## config.mk

```make
export PLATFORM = sky130hd
export DESIGN_NAME = instruction_fetch
export DESIGN_NICKNAME = d
export VERILOG_FILES = /design/src/rtl/instruction_fetch_pkg.sv /design/src/rtl/instruction_fetch_if_id_register.sv /design/src/rtl/instruction_fetch.sv
export SDC_FILE = /design/constraint.sdc
export NUM_CORES = 1
export LEC_CHECK = 0
export BUFFER_PORTS_ARGS = -buffer_cell sky130_fd_sc_hd__buf_2
export CAP_MARGIN = 20
export CORE_MARGIN = 5
export CORE_UTILIZATION = 54
export CTS_CLUSTER_SIZE = 40
export DETAILED_ROUTE_END_ITERATION = 6
export PLACE_DENSITY = 0.8
export SYNTH_ARGS = -nofsm -noshare
export SYNTH_HDL_FRONTEND = slang
export SYNTH_SLANG_ARGS = --single-unit
```

## constraint.sdc

```tcl
create_clock -name clk -period 2.5 [get_ports clk]
set_input_delay 0.125 -clock clk [delete_from_list [all_inputs] [get_ports clk]]
set_output_delay 0.125 -clock clk [all_outputs]
set_load 0.02 [all_outputs]
```

## src/rtl/instruction_fetch_pkg.sv

```systemverilog
// Shared constants, FSM encoding and IF/ID entry layout for the fetch stage.
package instruction_fetch_pkg;

  localparam logic [15:0] NOP_INSTRUCT = 16'h0800;
  localparam logic [15:0] BOOT_PC      = 16'h0000;

  typedef enum logic [1:0] {
    IF_RUN    = 2'd0,
    IF_HOLD   = 2'd1,
    IF_REPLAY = 2'd2
  } if_state_t;

  typedef struct packed {
    logic [15:0] instr;
    logic [15:0] pc1;
    logic        valid;
  } if_id_t;

endpackage

```

## src/rtl/instruction_fetch_if_id_register.sv

```systemverilog
// IF/ID pipeline register: load a fetched word, insert a bubble, or hold.
module if_id_register
  import instruction_fetch_pkg::*;
#(
  parameter logic [15:0] NOP       = NOP_INSTRUCT,
  parameter logic [15:0] RESET_PC1 = BOOT_PC + 16'd1
) (
  input  logic        clk,
  input  logic        rst,
  input  logic        load,
  input  logic        bubble,
  input  logic [15:0] instr,
  input  logic [15:0] pc1,
  output if_id_t      entry
);

  always_ff @(posedge clk) begin
    if (rst) begin
      entry <= '{instr: NOP, pc1: RESET_PC1, valid: 1'b0};
    end else if (load) begin
      entry <= '{instr: instr, pc1: pc1, valid: 1'b1};
    end else if (bubble) begin
      entry <= '{instr: NOP, pc1: pc1, valid: 1'b0};
    end
  end

endmodule

```

## src/rtl/instruction_fetch.sv

```systemverilog
// Fetch stage: owns the PC, replays on memory-port conflicts, holds on stalls
// and defers redirects that arrive while held.
module instruction_fetch
  import instruction_fetch_pkg::*;
#(
  parameter logic [15:0] BOOT_PC = instruction_fetch_pkg::BOOT_PC,
  parameter logic [15:0] NOP     = NOP_INSTRUCT
) (
  input  logic        clk,
  input  logic        rst,
  input  logic [15:0] Instruct,
  input  logic        MemConflict,
  input  logic        noStop,
  input  logic        id_stall,
  input  logic        branch_taken,
  input  logic [15:0] branch_target,
  output logic [15:0] pc,
  output logic [15:0] if_id_instr,
  output logic [15:0] if_id_pc1,
  output logic        if_id_valid,
  output logic [15:0] stall_count
);

  if_state_t   state_q, state_d;
  logic        pend_v;
  logic [15:0] pend_tgt;
  logic        advance, redirect;
  logic        load, bubble, clr_pend;
  logic [15:0] pc_d, pc1_d;
  if_id_t      entry;

  assign advance  = noStop & ~id_stall;
  assign redirect = branch_taken | pend_v;

  always_comb begin
    pc_d     = pc;
    pc1_d    = pc + 16'd1;
    load     = 1'b0;
    bubble   = 1'b0;
    clr_pend = 1'b0;
    if (advance) begin
      if (branch_taken) begin
        pc_d     = branch_target;
        pc1_d    = branch_target + 16'd1;
        bubble   = 1'b1;
        clr_pend = 1'b1;
      end else if (pend_v) begin
        pc_d     = pend_tgt;
        pc1_d    = pend_tgt + 16'd1;
        bubble   = 1'b1;
        clr_pend = 1'b1;
      end else if (MemConflict) begin
        bubble   = 1'b1;
      end else begin
        pc_d     = pc + 16'd1;
        load     = 1'b1;
      end
    end
  end

  // A redirect subsumes a conflict bubble, so only an undisturbed conflict replays.
  always_comb begin
    state_d = state_q;
    if (!advance) begin
      state_d = IF_HOLD;
    end else begin
      unique case (state_q)
        IF_HOLD:   state_d = (MemConflict && !redirect) ? IF_REPLAY : IF_RUN;
        IF_REPLAY: state_d = (MemConflict && !redirect) ? IF_REPLAY : IF_RUN;
        default:   state_d = (MemConflict && !redirect) ? IF_REPLAY : IF_RUN;
      endcase
    end
  end

  always_ff @(posedge clk) begin
    if (rst) begin
      state_q     <= IF_RUN;
      pc          <= BOOT_PC;
      pend_v      <= 1'b0;
      pend_tgt    <= BOOT_PC;
      stall_count <= 16'd0;
    end else begin
      state_q <= state_d;
      pc      <= pc_d;
      if (!advance && branch_taken) begin
        pend_v   <= 1'b1;
        pend_tgt <= branch_target;
      end else if (clr_pend) begin
        pend_v   <= 1'b0;
      end
      if ((!advance || MemConflict) && stall_count != 16'hFFFF) begin
        stall_count <= stall_count + 16'd1;
      end
    end
  end

  if_id_register #(
    .NOP      (NOP),
    .RESET_PC1(BOOT_PC + 16'd1)
  ) u_if_id (
    .clk   (clk),
    .rst   (rst),
    .load  (load),
    .bubble(bubble),
    .instr (Instruct),
    .pc1   (pc1_d),
    .entry (entry)
  );

  assign if_id_instr = entry.instr;
  assign if_id_pc1   = entry.pc1;
  assign if_id_valid = entry.valid;

endmodule

```

==> After elaboration in Yosys (flattened, before gate mapping) <==
Cells that the tools add are included.
{ "word_totals": {"register_bits": 82, "latch_bits": 0, "mem_bits_rw": 0, "mem_bits_ro": 0, "input_bits": 38, "output_inout_bits": 65, "word_cells": 43, "memories": 0} }
{ "op_classes": {"add_sub_neg": 4, "multipliers": 0, "div_mod_pow": 0, "order_cmp": 0, "n_eq_ne": 2, "shifts": 0, "muxes": 21, "bitwise": 2, "n_reduce_logical": 7} }
{ "op_table": {"columns": ["op", "count"], "rows": [
  ["$mux 16", 6],
  ["$mux 33", 2],
  ["$add 16x1->16 const B", 4],
  ["$ne 16x16->1 const B", 1],
  ["$mux 1", 13],
  ["$reduce_bool 2->1", 2],
  ["$ne 3x1->1 const B", 1],
  ["$logic_and 1x1->1", 2],
  ["$reduce_and 2->1", 1],
  ["$and 1x1->1", 1],
  ["$logic_not 1->1", 1],
  ["$logic_or 1x1->1", 1],
  ["$not 1->1", 1]
]} }

==> Longest topological paths before layout <==
{ "depth": {"word_depth": 6, "depth_mapped": 7} }

==> Hierarchy <==
A second synthesis with hierarchy kept.
{ "hier_totals": {"hier_cells": 634, "hier_area_um2": 5013.6} }
{ "modules_own_cells": {"columns": ["module", "n_inst", "cells_each", "area_per_inst_um2", "seq_area_each_um2"], "rows": [
  ["instruction_fetch", 1, 486, 3595.9, 980.9],
  ["if_id_register", 1, 148, 1417.6, 660.6]
]} }

==> Least setup slack after synthesis <==
No wires, ideal clock.
{ "synth_path": {"kind": "register to register", "start": "reg pc[6]", "end": "reg pc[13]", "arrival_ns": 2.144, "required_time_ns": 2.433, "path_slack_ns": 0.288, "path_stages_with_launch": 8, "cell_sequence": "dfxtp_1 -> buf_2 -> nand4_1 -> or4_1 -> buf_2 -> or4_1 -> a211o_1 -> o21ai_2"} }
{ "synth_via": {"elab_chain_cells": 4} }
{ "synth_lines": {"columns": ["element", "line_no", "rtl"], "rows": [
  ["start, declared", "instruction_fetch.sv:17", "output logic [15:0] pc,"],
  ["start signal, assigned", "instruction_fetch.sv:84", "pc <= pc_d;"],
  ["$add 16x1->16", "instruction_fetch.sv:55", "pc_d = pc + 16'd1;"],
  ["$mux 16", "instruction_fetch.sv:52", "end else if (MemConflict) begin"],
  ["$mux 16", "instruction_fetch.sv:47", "end else if (pend_v) begin"],
  ["$mux 16", "instruction_fetch.sv:42", "if (branch_taken) begin"]
]} }
Every way passes these cells. The select of a mux whose other input is x is not followed.
A chain may end at the register's enable or synchronous reset.

==> Final worst setup path <==
{ "layout_path": {"start": "reg pc[2]", "end": "reg pc[13]"} }
The elaborated chain is that of the path after synthesis.

==> out/results.ini <==
[detailed_routing]
drc=1
dr.pass1.iters=7
detail-route-antenna-nets=0
vias=4700
routedWlPerCell_um=17.3
drt_wl_total_um=13400
vias_per_cell=6.07
drt-initial-drc-count=506

[power_and_ir_drop]
p_seq_share_pct=50.0
sw_frac_of_total_pct=29.4
p_switching_w=0.000837
clock_power_share_pct=34.0
internal-power_w=0.00201
powerDensity_nw_per_um2=530
pwr-share-comb_pct=15.9
ir_drop_uv=335
cellLeakagePower_nw=2.20

[placed_design]
place_ws_ns=0.338
dpl.hpwl_um=9720
gp_congestion=0.962
port_buffers=102
dpl-instance-area_sq_um=5050
dp_cells=746

[final_layout]
n_fill_cell=724
design_area_sq_um=5380
final_nets=707
final_common_cell=buf_2
diodes=0
synthToLayoutAreaGrowth_pct=20.4
stdcell_count=774
drive_above_1_share_pct=21.5
layout_common_cells=buf_2, dfxtp_1, nand2_1

[clocking]
clkLatencyLatePin_ns=0.36
cts_buffers=9
clockBufferDepth=2
clkTransAtPathRegs_ns=0.09
cts_root_buf=clkbuf_8
cts_tree=yes
clock-sinks=82
htree_levels=3

[synthesis]
yosysTopAreaCellShare_pct=36.8
synthTopCellsByArea=dfxtp_1, nand2_1, xnor2_1, a21oi_1, a22o_1
ys_types=55
synth_nets=605
yosys_warnings=0
syn_inst=563
netlist_area_sq_um=4470
synth_top_area_cell=dfxtp_1
synth.avg_cell_area_sq_um=7.93
async_flop_share_pct=0
yosysSeqAreaShare_pct=36.8
synth-seq-cells=82
yosys_most_used_dff=dfxtp_1
synth_edf_count=0

[timing]
report.final.slew_viol_count=0
setup-tns-final_ns=0
hold-worst-slack_ns=-0.00741
setup_viol=0
skew_ns=0.00794
hold_viol=2
worst_pin_slew_ns=0.729
slew_headroom_pct=51.3
setup_ws_ns=0.281
fmax_mhz=451
period_share_pct=88.8
rsz0062_at_grt=false
min_period_ns=2.22

[die]
start_util_pct=54.9
die_w_um=101
num_io_pins=103
die-area_sq_um=10200
coreArea_sq_um=8130
die_h_um=101
rows=33

[run_status]
violations=DRC, hold timing
status=finished with violations

[grt]
grt_start_max_net_pins=37
overflow=0
first_global_vias=4320
grt.total_usage_pct=26.4
grt_pass1_wl_um=21600
antenna_found_initial=0

[worst_hold_path]
hold_path_class=input pin to register

[critical_path]
worstSetupStartpointType=register
crit_path_max_fanout=10
path_class=register to register
end_kind=register
worstPathArrival_ns=2.52
ff2ff_setup_slack_ns=0.28
required_ns=2.80

[run]
drv_cap=0

metal layers:
layer  share of wire, %  routed length, um  GRT usage [%]
met2                 43               5800           39.7
met5                  0                  0              0
met3                 11               1440           5.67
met4                1.6                215           7.36
met1                 44               5950           38.1
cell families (layout without fill, tap and decap cells):
group                    Yosys count  in the layout  share of synthesized area [%]
AO/OA/AOI/OAI                    156            156                           23.2
XOR/XNOR                          43             43                           8.43
adder cells (fa/ha/maj)            4              4                           1.12
buffers and inverters             51            157                           4.65
flip-flops                        82             82                           36.8
multiplexers                       4              4                          0.897
AND/OR/NAND/NOR                  223            223                           25.0
Yosys cell counts, types with 5 or more instances:
library cell  instances
and4_1                8
a211oi_1             10
nor2b_1               5
nand2_1              74
nand3_1              23
dfxtp_1              82
nand4_1              17
inv_1                13
o21ai_0              23
xnor2_1              31
a22oi_1               6
a221oi_1              6
a22o_1               19
a21oi_1              54
nor2_1               40
clkbuf_1             27
and3_1               12
nor3_1               18
xor2_1               12
metrics by stage:
step | total power [W] | util [%]
6_report | 0.00285 | 66.1
5_1_grt | 0.00297 | 66.1
2_1_floorplan | 0.00172 | -
4_1_cts | 0.00284 | 65.9
3_5_place_dp | 0.00188 | 62.1
3_3_place_gp | 0.00187 | 62.1
critical path: stages, from the launching register on:
cell     delay (ns)
dfxtp_1        0.52
nand3_4        0.18
or4_1          0.64
or4_1          0.45
a211o_1        0.32
o21ai_2        0.05
cell type report:
cell class,count,area (sq um),share of cell area (%)
Clock buffer,10,138,2.56
Timing Repair Buffer,129,746,13.9
Tap cell,105,131,2.44
Sequential cell,82,1640,30.5
Inverter,13,48.8,0.908
Clock inverter,5,55.1,1.02
Multi-Input combinational cell,430,2620,48.7
path summary, 6_finish.rpt:
check | start | endpoint | cells after the start
hold / removal | Instruct[9] | u_if_id.entry[26]$_SDFFE_PP0P_ | 2
setup / recovery | pc[2]$_SDFFE_PP0P_ | pc[13]$_SDFFE_PP0P_ | 5
hold reg to reg | u_if_id.entry[8]$_SDFFE_PP0P_ | u_if_id.entry[8]$_SDFFE_PP0P_ | 2
setup reg to reg | pc[2]$_SDFFE_PP0P_ | pc[13]$_SDFFE_PP0P_ | 5
registers in the layout, summed over array words and instances (netlist names):
signal,count
u_if_id.entry,33
stall_count,16
pend_v,1
pend_tgt,16
pc,16
power by group through the flow:
stage	combinational, W	clock, W	sequential (W)
after global placement	0.000423	0	0.00145
after floorplan	0.000239	0	0.00148
after CTS	0.000445	0.000974	0.00142
after global routing	0.000495	0.00103	0.00144
final	0.000453	0.000970	0.00143
after detailed placement	0.000430	0	0.00145
repair_timing:
action,4_1_cts,5_1_grt
hold buffers,11,2
buffers inserted,0,0
resized for setup,0,0
hold endpoints to repair,11,2
Power figures use the tool's default switching activity.
